File: src/rtl/bp_pkg.sv
// Shared widths, counter reset value and in-flight entry layout for the branch predictor.
// Purely declarative: no timing and no handshakes live here.
package bp_pkg;

    localparam int IDX_W = 6;
    localparam int GHR_W = 6;
    localparam int DEPTH = 4;

    localparam logic [1:0] CTR_RST = 2'b01;

    typedef struct packed {
        logic [IDX_W-1:0] idx;
        logic             pred;
        logic [GHR_W-1:0] ghr;
    } bp_entry_t;

    // Two-bit saturating counter step toward the resolved direction.
    function automatic logic [1:0] ctr_next(input logic [1:0] ctr, input logic taken);
        if (taken) begin
            return (ctr == 2'b11) ? ctr : ctr + 2'b01;
        end
        return (ctr == 2'b00) ? ctr : ctr - 2'b01;
    endfunction

endpackage

File: src/rtl/bp_ctrl_if.sv
// Fetch/execute-side bundle for the predictor: predict request/response and resolve path.
// All responses are combinational on the same cycle; pred_ready is the only backpressure.
interface bp_ctrl_if;

    logic        pred_valid;
    logic [31:0] pred_pc;
    logic        pred_ready;
    logic        pred_taken;
    logic        res_valid;
    logic        res_taken;
    logic        mispredict;
    logic        res_err;

    modport master (
        output pred_valid, pred_pc, res_valid, res_taken,
        input  pred_ready, pred_taken, mispredict, res_err
    );

    modport slave (
        input  pred_valid, pred_pc, res_valid, res_taken,
        output pred_ready, pred_taken, mispredict, res_err
    );

endinterface

File: src/rtl/bp_inflight_q.sv
// In-order queue of outstanding predictions, DEPTH entries, head visible combinationally.
// Push/pop take effect at the next edge; a push while full is dropped, clear wins over both.
module bp_inflight_q #(
    parameter int DEPTH = bp_pkg::DEPTH
) (
    input  logic              clk,
    input  logic              rstn,
    input  logic              push,
    input  bp_pkg::bp_entry_t push_dat,
    input  logic              pop,
    input  logic              clear,
    output logic              full,
    output logic              empty,
    output bp_pkg::bp_entry_t head_dat
);
    import bp_pkg::*;

    localparam int PTR_W = $clog2(DEPTH);

    bp_entry_t        mem [DEPTH];
    logic [PTR_W-1:0] head;
    logic [PTR_W-1:0] tail;
    logic [PTR_W:0]   count;
    logic             do_push;
    logic             do_pop;

    assign full     = (count == (PTR_W+1)'(DEPTH));
    assign empty    = (count == '0);
    assign do_push  = push & ~full;
    assign do_pop   = pop & ~empty;
    assign head_dat = mem[head];

    always_ff @(posedge clk) begin
        if (do_push) begin
            mem[tail] <= push_dat;
        end
    end

    // Pointers rely on DEPTH being a power of two so natural overflow is the wrap.
    always_ff @(posedge clk) begin
        if (!rstn || clear) begin
            head  <= '0;
            tail  <= '0;
            count <= '0;
        end else begin
            if (do_push) begin
                tail <= tail + PTR_W'(1);
            end
            if (do_pop) begin
                head <= head + PTR_W'(1);
            end
            case ({do_push, do_pop})
                2'b10:   count <= count + (PTR_W+1)'(1);
                2'b01:   count <= count - (PTR_W+1)'(1);
                default: count <= count;
            endcase
        end
    end

endmodule

File: src/rtl/bp_ctrl.sv
// Gshare direction predictor with speculative/commit history and an in-flight resolve queue.
// Prediction is same-cycle combinational; pred_ready drops while DEPTH predictions are unresolved.
module bp_ctrl #(
    parameter int IDX_W = bp_pkg::IDX_W,
    parameter int GHR_W = bp_pkg::GHR_W,
    parameter int DEPTH = bp_pkg::DEPTH
) (
    input  logic      clk,
    input  logic      rstn,
    bp_ctrl_if.slave  bus
);
    import bp_pkg::*;

    logic [1:0]       pht [2**IDX_W];
    logic [GHR_W-1:0] ghr_spec;
    logic [GHR_W-1:0] ghr_commit;
    logic [IDX_W-1:0] pred_idx;
    bp_entry_t        push_dat;
    bp_entry_t        head_dat;
    logic             q_full;
    logic             q_empty;
    logic             accept;
    logic             do_pop;
    logic             flush;
    logic             ctl_unused;

    // GHR_W == IDX_W, so the history folds straight onto the index bits.
    assign pred_idx       = bus.pred_pc[IDX_W+1:2] ^ ghr_spec;
    assign bus.pred_taken = pht[pred_idx][1];
    assign bus.pred_ready = ~q_full;

    assign accept = bus.pred_valid & ~q_full;
    assign do_pop = rstn & bus.res_valid & ~q_empty;
    assign flush  = do_pop & (head_dat.pred != bus.res_taken);

    assign bus.mispredict = flush;
    assign bus.res_err    = rstn & bus.res_valid & q_empty;

    assign push_dat = '{idx: pred_idx, pred: bus.pred_taken, ghr: ghr_spec};

    assign ctl_unused = ^{bus.pred_pc[31:IDX_W+2], bus.pred_pc[1:0], head_dat.ghr,
                          ghr_commit[GHR_W-1]};

    bp_inflight_q #(
        .DEPTH (DEPTH)
    ) u_q (
        .clk      (clk),
        .rstn     (rstn),
        .push     (accept & ~flush),
        .push_dat (push_dat),
        .pop      (do_pop),
        .clear    (flush),
        .full     (q_full),
        .empty    (q_empty),
        .head_dat (head_dat)
    );

    always_ff @(posedge clk) begin
        if (!rstn) begin
            for (int i = 0; i < 2**IDX_W; i++) begin
                pht[i] <= CTR_RST;
            end
            ghr_spec   <= '0;
            ghr_commit <= '0;
        end else begin
            if (do_pop) begin
                pht[head_dat.idx] <= ctr_next(pht[head_dat.idx], bus.res_taken);
                ghr_commit        <= {ghr_commit[GHR_W-2:0], bus.res_taken};
            end
            // A misprediction rebuilds speculative history from the now-updated commit history.
            if (flush) begin
                ghr_spec <= {ghr_commit[GHR_W-2:0], bus.res_taken};
            end else if (accept) begin
                ghr_spec <= {ghr_spec[GHR_W-2:0], bus.pred_taken};
            end
        end
    end

endmodule

File: src/flat_wrapper.sv
// flat-port wrapper written by rule: the top's interface ports become plain ports
module bp_ctrl_flat import bp_pkg::*;
#(
    parameter int IDX_W = bp_pkg::IDX_W,
    parameter int GHR_W = bp_pkg::GHR_W,
    parameter int DEPTH = bp_pkg::DEPTH
)
  (clk, rstn, bus_pred_valid, bus_pred_pc, bus_res_valid, bus_res_taken, bus_pred_ready, bus_pred_taken, bus_mispredict, bus_res_err);
  bp_ctrl_if bus_i ();
  input  logic clk;
  input  logic rstn;
  input wire logic [$bits(bus_i.pred_valid)-1:0] bus_pred_valid;
  input wire logic [$bits(bus_i.pred_pc)-1:0] bus_pred_pc;
  input wire logic [$bits(bus_i.res_valid)-1:0] bus_res_valid;
  input wire logic [$bits(bus_i.res_taken)-1:0] bus_res_taken;
  output wire logic [$bits(bus_i.pred_ready)-1:0] bus_pred_ready;
  output wire logic [$bits(bus_i.pred_taken)-1:0] bus_pred_taken;
  output wire logic [$bits(bus_i.mispredict)-1:0] bus_mispredict;
  output wire logic [$bits(bus_i.res_err)-1:0] bus_res_err;
  assign bus_i.pred_valid = bus_pred_valid;
  assign bus_i.pred_pc = bus_pred_pc;
  assign bus_i.res_valid = bus_res_valid;
  assign bus_i.res_taken = bus_res_taken;
  assign bus_pred_ready = bus_i.pred_ready;
  assign bus_pred_taken = bus_i.pred_taken;
  assign bus_mispredict = bus_i.mispredict;
  assign bus_res_err = bus_i.res_err;
  bp_ctrl #(.IDX_W(IDX_W), .GHR_W(GHR_W), .DEPTH(DEPTH)) u_core (.clk(clk), .rstn(rstn), .bus(bus_i));
endmodule
File: config.mk
export PLATFORM = sky130hd
export DESIGN_NAME = bp_ctrl_flat
export DESIGN_NICKNAME = d
export VERILOG_FILES = /design/src/rtl/bp_pkg.sv /design/src/rtl/bp_ctrl_if.sv /design/src/rtl/bp_inflight_q.sv /design/src/rtl/bp_ctrl.sv /design/src/flat_wrapper.sv
export SDC_FILE = /design/constraint.sdc
export NUM_CORES = 1
export LEC_CHECK = 0
export ABC_AREA = 0
export CAP_MARGIN = 15
export CORE_ASPECT_RATIO = 2
export CORE_UTILIZATION = 38
export DETAILED_ROUTE_END_ITERATION = 7
export GPL_TIMING_DRIVEN = 0
export PLACE_DENSITY = 0.61
export SYNTH_ARGS = -nofsm -noshare
export SYNTH_HDL_FRONTEND = slang
export SYNTH_HIERARCHICAL = 1
export SYNTH_SLANG_ARGS = --single-unit
File: constraint.sdc
create_clock -name clk -period 4.1 [get_ports clk]
set_input_delay 0.82 -clock clk [delete_from_list [all_inputs] [get_ports clk]]
set_output_delay 0.82 -clock clk [all_outputs]
set_load 0.05 [all_outputs]
==> impl_results.md, run 1 <==
* Status: finished with violations
* Failing checks: DRC
* Max transition margin at 34.18%
* Syn Nets at 869
* Inserted Clock Buffers at 17
* Actual slew at the worst max-slew pin at 0.9873 ns
* Leading cell type in the layout, fill and taps excluded: edfxtp_1
* RSZ-0062 raised after global routing: no
* Clock sinks at 176
* CP max-delay cell: or4_4
* Period utilisation layout at 97.33%
* Hold Crit Class: register to register
* Vias in the first global route at 6,992
* Cell count of the worst hold path at 2
* Routed length per instance at 26.36 microns
* Yosys warnings at 6
* CORE AREA at 23,820 sq um
* Maxcap violations at 0
* Cells after Synth at 826
* Syn Area/Cell at 11.11 sq um
* Final std cells w/o fill at 1,169
* Overall Power at 4963 uW
* Clk buf depth at 2
* Drt first pass iters at 7
* Worst R2R Setup Slack at 0.11 ns
* Skew final at 0.01511 ns
* Routed wire length at 30,820 microns
* Final net count at 912
* Global-route wire length before repair at 44,500 microns
* Die W at 111.9 microns
* Antenna violations before repair at 1
* Vias per inst at 6.058
* TritonCTS clock tree: done
* Clock Tree Root: clkbuf_16
* Hold Vio Cnt, Final at 0
* Die area at 24,810 sq um
* R2R depth at 13
* DR DRC count at 3
* Starting Density at 38.51%
* Total number of vias at 7,082
* CP Class: register to register
* PortBufs at 14
* H-tree levels at 4
* Crit path capture type: register
* PwrDens at 474.1 nW/um^2
* Area Overhead vs Synth at 14.10%
* Cell Area, Synth at 9175 sq um
* Aggregate global routing overflow at 0
* Worst hold start: u_core/ghr_commit[2]$_SDFFE_PN0N_
* Post-placement cell count at 1,127
* Final setup vio count at 0
* Tmin final at 3.991 ns
* Maximum clock rate at 250.6 MHz
* CP delay by family, top: buffers and inverters
* R2R Path End: u_core/pht[18][0]$_SDFFCE_PN1P_
* Commonest cells after routing, fill and taps aside: 156 x edfxtp_1, 111 x nand2_1, 81 x nor2_1, 68 x nor3_1, 68 x o21ai_0
* DRT iter0 DRCs at 617
* Critical Path RT at 4.24 ns
* Slowest stage delay, CP at 0.56 ns
* Leakage at 0.003252 uW
* Cell Rows at 80
* Crit Path Max Fanout at 10
* Startpoint types: register
* Post-CTS Hold Buffers at 0
* Worst-path clk slew at 0.08 ns
* CP arrival at 4.13 ns
* Peak supply drop at 0.3051 mV
* Utilization after layout at 43.94%
* Latest clock arrival within the worst-skew pair at 0.45 ns
* # IOs at 41
* Layout fillers at 2,204
* ANT nets after route at 0
* ANT cells at 0
* Slew Viols, Final at 0
* Hold worst-path end: u_core/ghr_commit[3]$_SDFFE_PN0N_
* GPL Wtd Cong at 1.000
* GRT Overall Usage at 25.54%
* Layout cells sized above 1 at 15.76%
* Post-DP HPWL at 23,230 microns
* Cell mode on critical path: buf_6
* Largest net degree at the start of global routing at 20
* Critical path, cell by cell: buf_6 -> mux4_2 -> buf_2 -> buf_4 -> clkbuf_4 -> nand3b_1 -> a21oi_1 -> or4_4 -> nor4_4 -> maj3_1 -> buf_6 -> buf_6 -> nand4_1
* Worst Path Buf+Inv at 6
* Die Span Y at 221.8 microns
==> how the worst max path moves through the flow <==
stage	start	end	slack, ns	cells after the start
2_1_floorplan	rstn	u_core/u_q/count[2]$_SDFFE_PP0P_	0.05	16
3_3_place_gp	bus_pred_pc[2]	bus_pred_taken	-1.36	11
3_5_place_dp	bus_pred_pc[2]	bus_pred_taken	-1.37	11
4_1_cts	bus_pred_pc[2]	bus_pred_taken	-0.03	9
5_1_grt	register	u_core/pht[18][1]$_SDFFCE_PN0P_	0.02	14
6_report	register	u_core/pht[18][0]$_SDFFCE_PN1P_	0.11	13
==> metal layers <==
| metal | routed length [microns] | global-route usage (%) | vias to the layer above |
|---|---|---|---|
| li1 | - | - | 3120 |
| met1 | 9576 | 23.47 | 3448 |
| met2 | 16640 | 46.88 | 372 |
| met3 | 1599 | 4.073 | 140 |
| met4 | 2966 | 23.84 | 2 |
| met5 | 33 | 0 | - |
==> worst min-delay path, delay by kind of cell (launching register included) <==
family	cells	cell delay, ns
flip-flops	1	0.32
AND/OR/NAND/NOR	2	0.10
==> repair_timing <==
item | CTS | global route
buffers inserted | 1 | 10
pin swaps | 1 | 1
setup endpoints to repair | 12 | 98
gates resized for setup | 27 | 17
==> stage by stage <==
stage | area, sq um | setup TNS (ns) | worst slack [ns] | hold slack, ns
3_5_place_dp | 9674 | -15.69 | -1.370 | 0.4647
5_1_grt | 10470 | 0 | 0.01559 | 0.4902
4_1_cts | 10330 | -0.02913 | -0.02913 | 0.4749
2_1_floorplan | 9175 | 0 | 0.05199 | 0.4317
3_3_place_gp | 9674 | -18.10 | -1.358 | 0.4440
6_report | 10470 | 0 | 0.1093 | 0.4660
==> sequential cells by signal, summed over array words and instances, names as in the netlist, named ones only <==
| register | flops |
|---|---|
| u_core/u_q/mem | 28 |
| u_core/u_q/tail | 2 |
| u_core/ghr_commit | 5 |
| u_core/pht | 128 |
| u_core/ghr_spec | 6 |
| u_core/u_q/head | 2 |
| u_core/u_q/count | 3 |
==> power by group <==
| group | internal (uW) | switching (uW) |
|---|---|---|
| clock network | 815 | 786 |
| registers | 2010 | 41.1 |
| logic | 440 | 871 |
==> area by class of cell <==
class | count | area (sq um) | area share, %
Clock buffer | 17 | 425.4 | 4.064
Tap cell | 287 | 359.1 | 3.430
Inverter | 19 | 76.32 | 0.7291
Sequential cell | 176 | 5085 | 48.57
Timing Repair Buffer | 25 | 237.7 | 2.271
Clock inverter | 15 | 165.2 | 1.578
Buffer | 84 | 457.9 | 4.374
Multi-Input combinational cell | 546 | 3662 | 34.98
Power figures use the tool's default switching activity.
==> run 2, diff against run 1 <==
--- a/config.mk
+++ b/config.mk
@@ -10,9 +10,11 @@
 export CORE_ASPECT_RATIO = 2
 export CORE_UTILIZATION = 38
 export DETAILED_ROUTE_END_ITERATION = 7
+export GPL_ROUTABILITY_DRIVEN = 0
 export GPL_TIMING_DRIVEN = 0
-export PLACE_DENSITY = 0.61
+export PLACE_DENSITY = 0.63
 export SYNTH_ARGS = -nofsm -noshare
 export SYNTH_HDL_FRONTEND = slang
 export SYNTH_HIERARCHICAL = 1
 export SYNTH_SLANG_ARGS = --single-unit
+export TNS_END_PERCENT = 5
==> constraint.sdc (replaced) <==
create_clock -name clk -period 3.43 [get_ports clk]
set_input_delay 0.686 -clock clk [delete_from_list [all_inputs] [get_ports clk]]
set_output_delay 0.686 -clock clk [all_outputs]
set_load 0.05 [all_outputs]
==> impl_results.md, run 2 (synthesis results as in run 1) <==
* Status: finished with violations
* Failing checks: DRC, setup timing
* CORE AREA at 23,820 sq um (unchanged)
* Startpoint types: register
* Die Span Y at 221.8 microns (unchanged)
* Layout fillers at 2,183 (-0.95%)
* Slew Viols, Final at 0 (unchanged)
* Hold_ws at 0.4642 ns (-0.001876 ns)
* Clk pwr share at 32.6% (+0.4 points)
* Latest clock arrival within the worst-skew pair at 0.44 ns (about the same)
* Worst R2R Setup Slack at -0.16 ns (-0.27 ns)
* Sw frac at 31.13% (-3.1 points)
* Total number of vias at 7,152 (+0.99%)
* # IOs at 41 (unchanged)
* TritonCTS clock tree: done
* DRT iter0 DRCs at 801 (+30%)
* Setup slack after layout at -0.1575 ns (-0.2668 ns)
* Met1 GRT Util at 23.93% (+0.46 points)
* Hold Crit Class: register to register
* H-tree levels at 4 (unchanged)
* Psw at 1944 uW (+14%)
* Met2 Use GR at 47.75% (+0.86 points)
* Critical path, cell by cell: buf_6 -> mux4_2 -> buf_6 -> mux4_2 -> and3_4 -> or4_4 -> nor4_4 -> maj3_2 -> buf_12 -> buf_12 -> nand4_1
* Final setup vio count at 129 (+129)
* ANT cells at 0 (unchanged)
* Aggregate global routing overflow at 0 (unchanged)
* Routed wire length at 30,860 microns (+0.13%)
* Crit path capture type: register
* Routed length per instance at 26.53 microns (+0.65%)
* Leakage at 0.003328 uW (+2.3%)
* R2R Path End: u_core/pht[19][0]$_SDFFCE_PN1P_
* Global-route wire length before repair at 44,850 microns (+0.79%)
* Final net count at 908 (-0.44%)
* Starting Density at 38.51% (unchanged)
* PwrDens at 580.6 nW/um^2 (+22%)
* Met3 global-route usage at 4.347% (+0.27 points)
* Leading cell type in the layout, fill and taps excluded: edfxtp_1
* Internal Power at 4301 uW (+32%)
* Vias per inst at 6.150 (+1.5%)
* Setup TNS at -12.87 ns (-12.87 ns)
* CP arrival at 3.71 ns (-0.42 ns)
* Max transition margin at 33.47% (-0.71 points)
* Tmin final at 3.587 ns (-0.4032 ns)
* Maximum clock rate at 278.7 MHz (+11%)
* GRT Max-Usage Layer: met2
* Layout cells sized above 1 at 18.95% (+3.2 points)
* Utilization after layout at 45.15% (+1.2 points)
* Hold Vio Cnt, Final at 0 (unchanged)
* Die area at 24,810 sq um (unchanged)
* Area Overhead vs Synth at 17.22%
* Slowest stage delay, CP at 0.57 ns (about the same)
* GRT Overall Usage at 25.71% (+0.17 points)
* Antenna violations before repair at 0 (-1)
* RSZ-0062 raised after global routing: yes
* Commonest cells after routing, fill and taps aside: 156 x edfxtp_1, 111 x nand2_1, 78 x nor2_1, 68 x nor3_1, 56 x o21ai_0
* Seq pwr share at 39.4% (-1.9 points)
* CP Class: register to register
* Critical Path RT at 3.55 ns (-0.69 ns)
* Comb pwr share at 28.0% (+1.6 points)
* Critical Path Sink: u_core/pht[19][0]$_SDFFCE_PN1P_
* Crit Path Max Fanout at 6 (-4)
* Skew final at 0.01104 ns (-0.004073 ns)
* Peak supply drop at 0.4701 mV (+54%)
* Largest reg by FF count: u_core/pht
* Drt first pass iters at 7 (unchanged)
* Largest net degree at the start of global routing at 17 (-15%)
* Clock Tree Root: clkbuf_16
* Cell Rows at 80 (unchanged)
* Actual slew at the worst max-slew pin at 0.9980 ns (+0.01069 ns)
* Worst-path clk slew at 0.07 ns (about the same)
* Inserted Clock Buffers at 17 (unchanged)
* Maxcap violations at 0 (unchanged)
* Die W at 111.9 microns (unchanged)
* ANT nets after route at 0 (unchanged)
* Largest register FFs at 128 (unchanged)
* Pre-CTS WS at -1.744 ns (-0.3737 ns)
* Overall Power at 6245 uW (+26%)
* Post-DP HPWL at 23,080 microns (-0.66%)
* DR DRC count at 2 (-1)
* PortBufs at 14 (unchanged)
* Clk buf depth at 2 (unchanged)
* Largest regs: u_core/pht: 128 flops, u_core/u_q/mem: 28 flops, u_core/ghr_spec: 6 flops
* CP max-delay cell: or4_4
* Vias in the first global route at 7,160 (+2.4%)
* R2R depth at 11 (-2)
* Clock sinks at 176 (unchanged)
* Period utilisation layout at 104.6% (+7.3 points)
-- run 2: changes by cell type in the layout (fill, tap and decap cells not counted), moves of 6 or more --
cell	change
o21ai_0	-12
buf_4	-7
buf_12	+6
buf_8	+6
clkbuf_1	-9
o21ai_1	+7
-- run 2: metrics by stage --
step                cells  area, sq um
finish               1163        10760
floorplan             826         9188
global placement     1127         9687
global route         1163        10760
detailed placement   1127         9687
CTS                  1164        10720
-- run 2: area by class of cell --
cell class                 instances  area, sq um  share of cell area (%)
sequential                       176         5087                   47.30
multi-input combinational        546         3785                   35.19
buffer                            80        571.8                   5.316
clock buffer                      18        429.2                   3.990
tap                              287        359.1                   3.339
timing repair buffer              25        260.3                   2.420
clock inverter                    12        183.9                   1.710
inverter                          19        78.83                  0.7329
-- run 2: worst min path at each step --
stage,start,endpoint,depth (start not counted),slack [ns]
final,u_core/ghr_commit[0]$_SDFFE_PN0N_,u_core/ghr_commit[1]$_SDFFE_PN0N_,2,0.46
after global placement,u_core/ghr_commit[3]$_SDFFE_PN0N_,u_core/ghr_commit[4]$_SDFFE_PN0N_,2,0.45
after floorplan,u_core/ghr_commit[3]$_SDFFE_PN0N_,u_core/ghr_commit[4]$_SDFFE_PN0N_,2,0.43
after CTS,u_core/ghr_commit[0]$_SDFFE_PN0N_,u_core/ghr_commit[1]$_SDFFE_PN0N_,2,0.47
after global routing,u_core/ghr_commit[3]$_SDFFE_PN0N_,u_core/ghr_commit[4]$_SDFFE_PN0N_,2,0.48
after detailed placement,u_core/ghr_commit[0]$_SDFFE_PN0N_,u_core/ghr_commit[1]$_SDFFE_PN0N_,2,0.46
-- run 2: repair_timing --
item,4_1_cts,5_1_grt
buffers inserted,10,1
hold buffers,0,0
endpoints found under the setup margin,244,180
pin swaps,8,2
resized for setup,98,37
-- run 2: power by group through the flow --
stage | clock network [uW] | logic, uW | registers, uW
detailed placement | 0 | 1440 | 2500
CTS | 2060 | 1700 | 2460
global placement | 0 | 1440 | 2500
floorplan | 0 | 977 | 2480
finish | 2040 | 1750 | 2460
global route | 2120 | 1820 | 2460
-- run 2: worst max-delay path: cells and delay by family, from the launching register on --
kind	cells	cell delay, ns
adder cells (fa/ha/maj)	1	0.26
buffers and inverters	4	0.54
flip-flops	1	0.36
multiplexers	2	1.00
AND/OR/NAND/NOR	4	1.11
-- run 2: metal layers --
layer | part of all wire, % | wire length, microns | up-vias
met5 | 0 | 0 | -
met4 | 9.3 | 2873 | 0
met3 | 6.3 | 1951 | 150
met2 | 54 | 16660 | 445
met1 | 30 | 9380 | 3453
li1 | - | - | 3104
==> run 3, diff against run 2 <==
--- a/config.mk
+++ b/config.mk
@@ -6,7 +6,7 @@
 export NUM_CORES = 1
 export LEC_CHECK = 0
 export ABC_AREA = 0
-export CAP_MARGIN = 15
+export CAP_MARGIN = 20
 export CORE_ASPECT_RATIO = 2
 export CORE_UTILIZATION = 38
 export DETAILED_ROUTE_END_ITERATION = 7
==> results of run 3 <==
No change in the layout: final DEF, timing and power equal those of run 2.
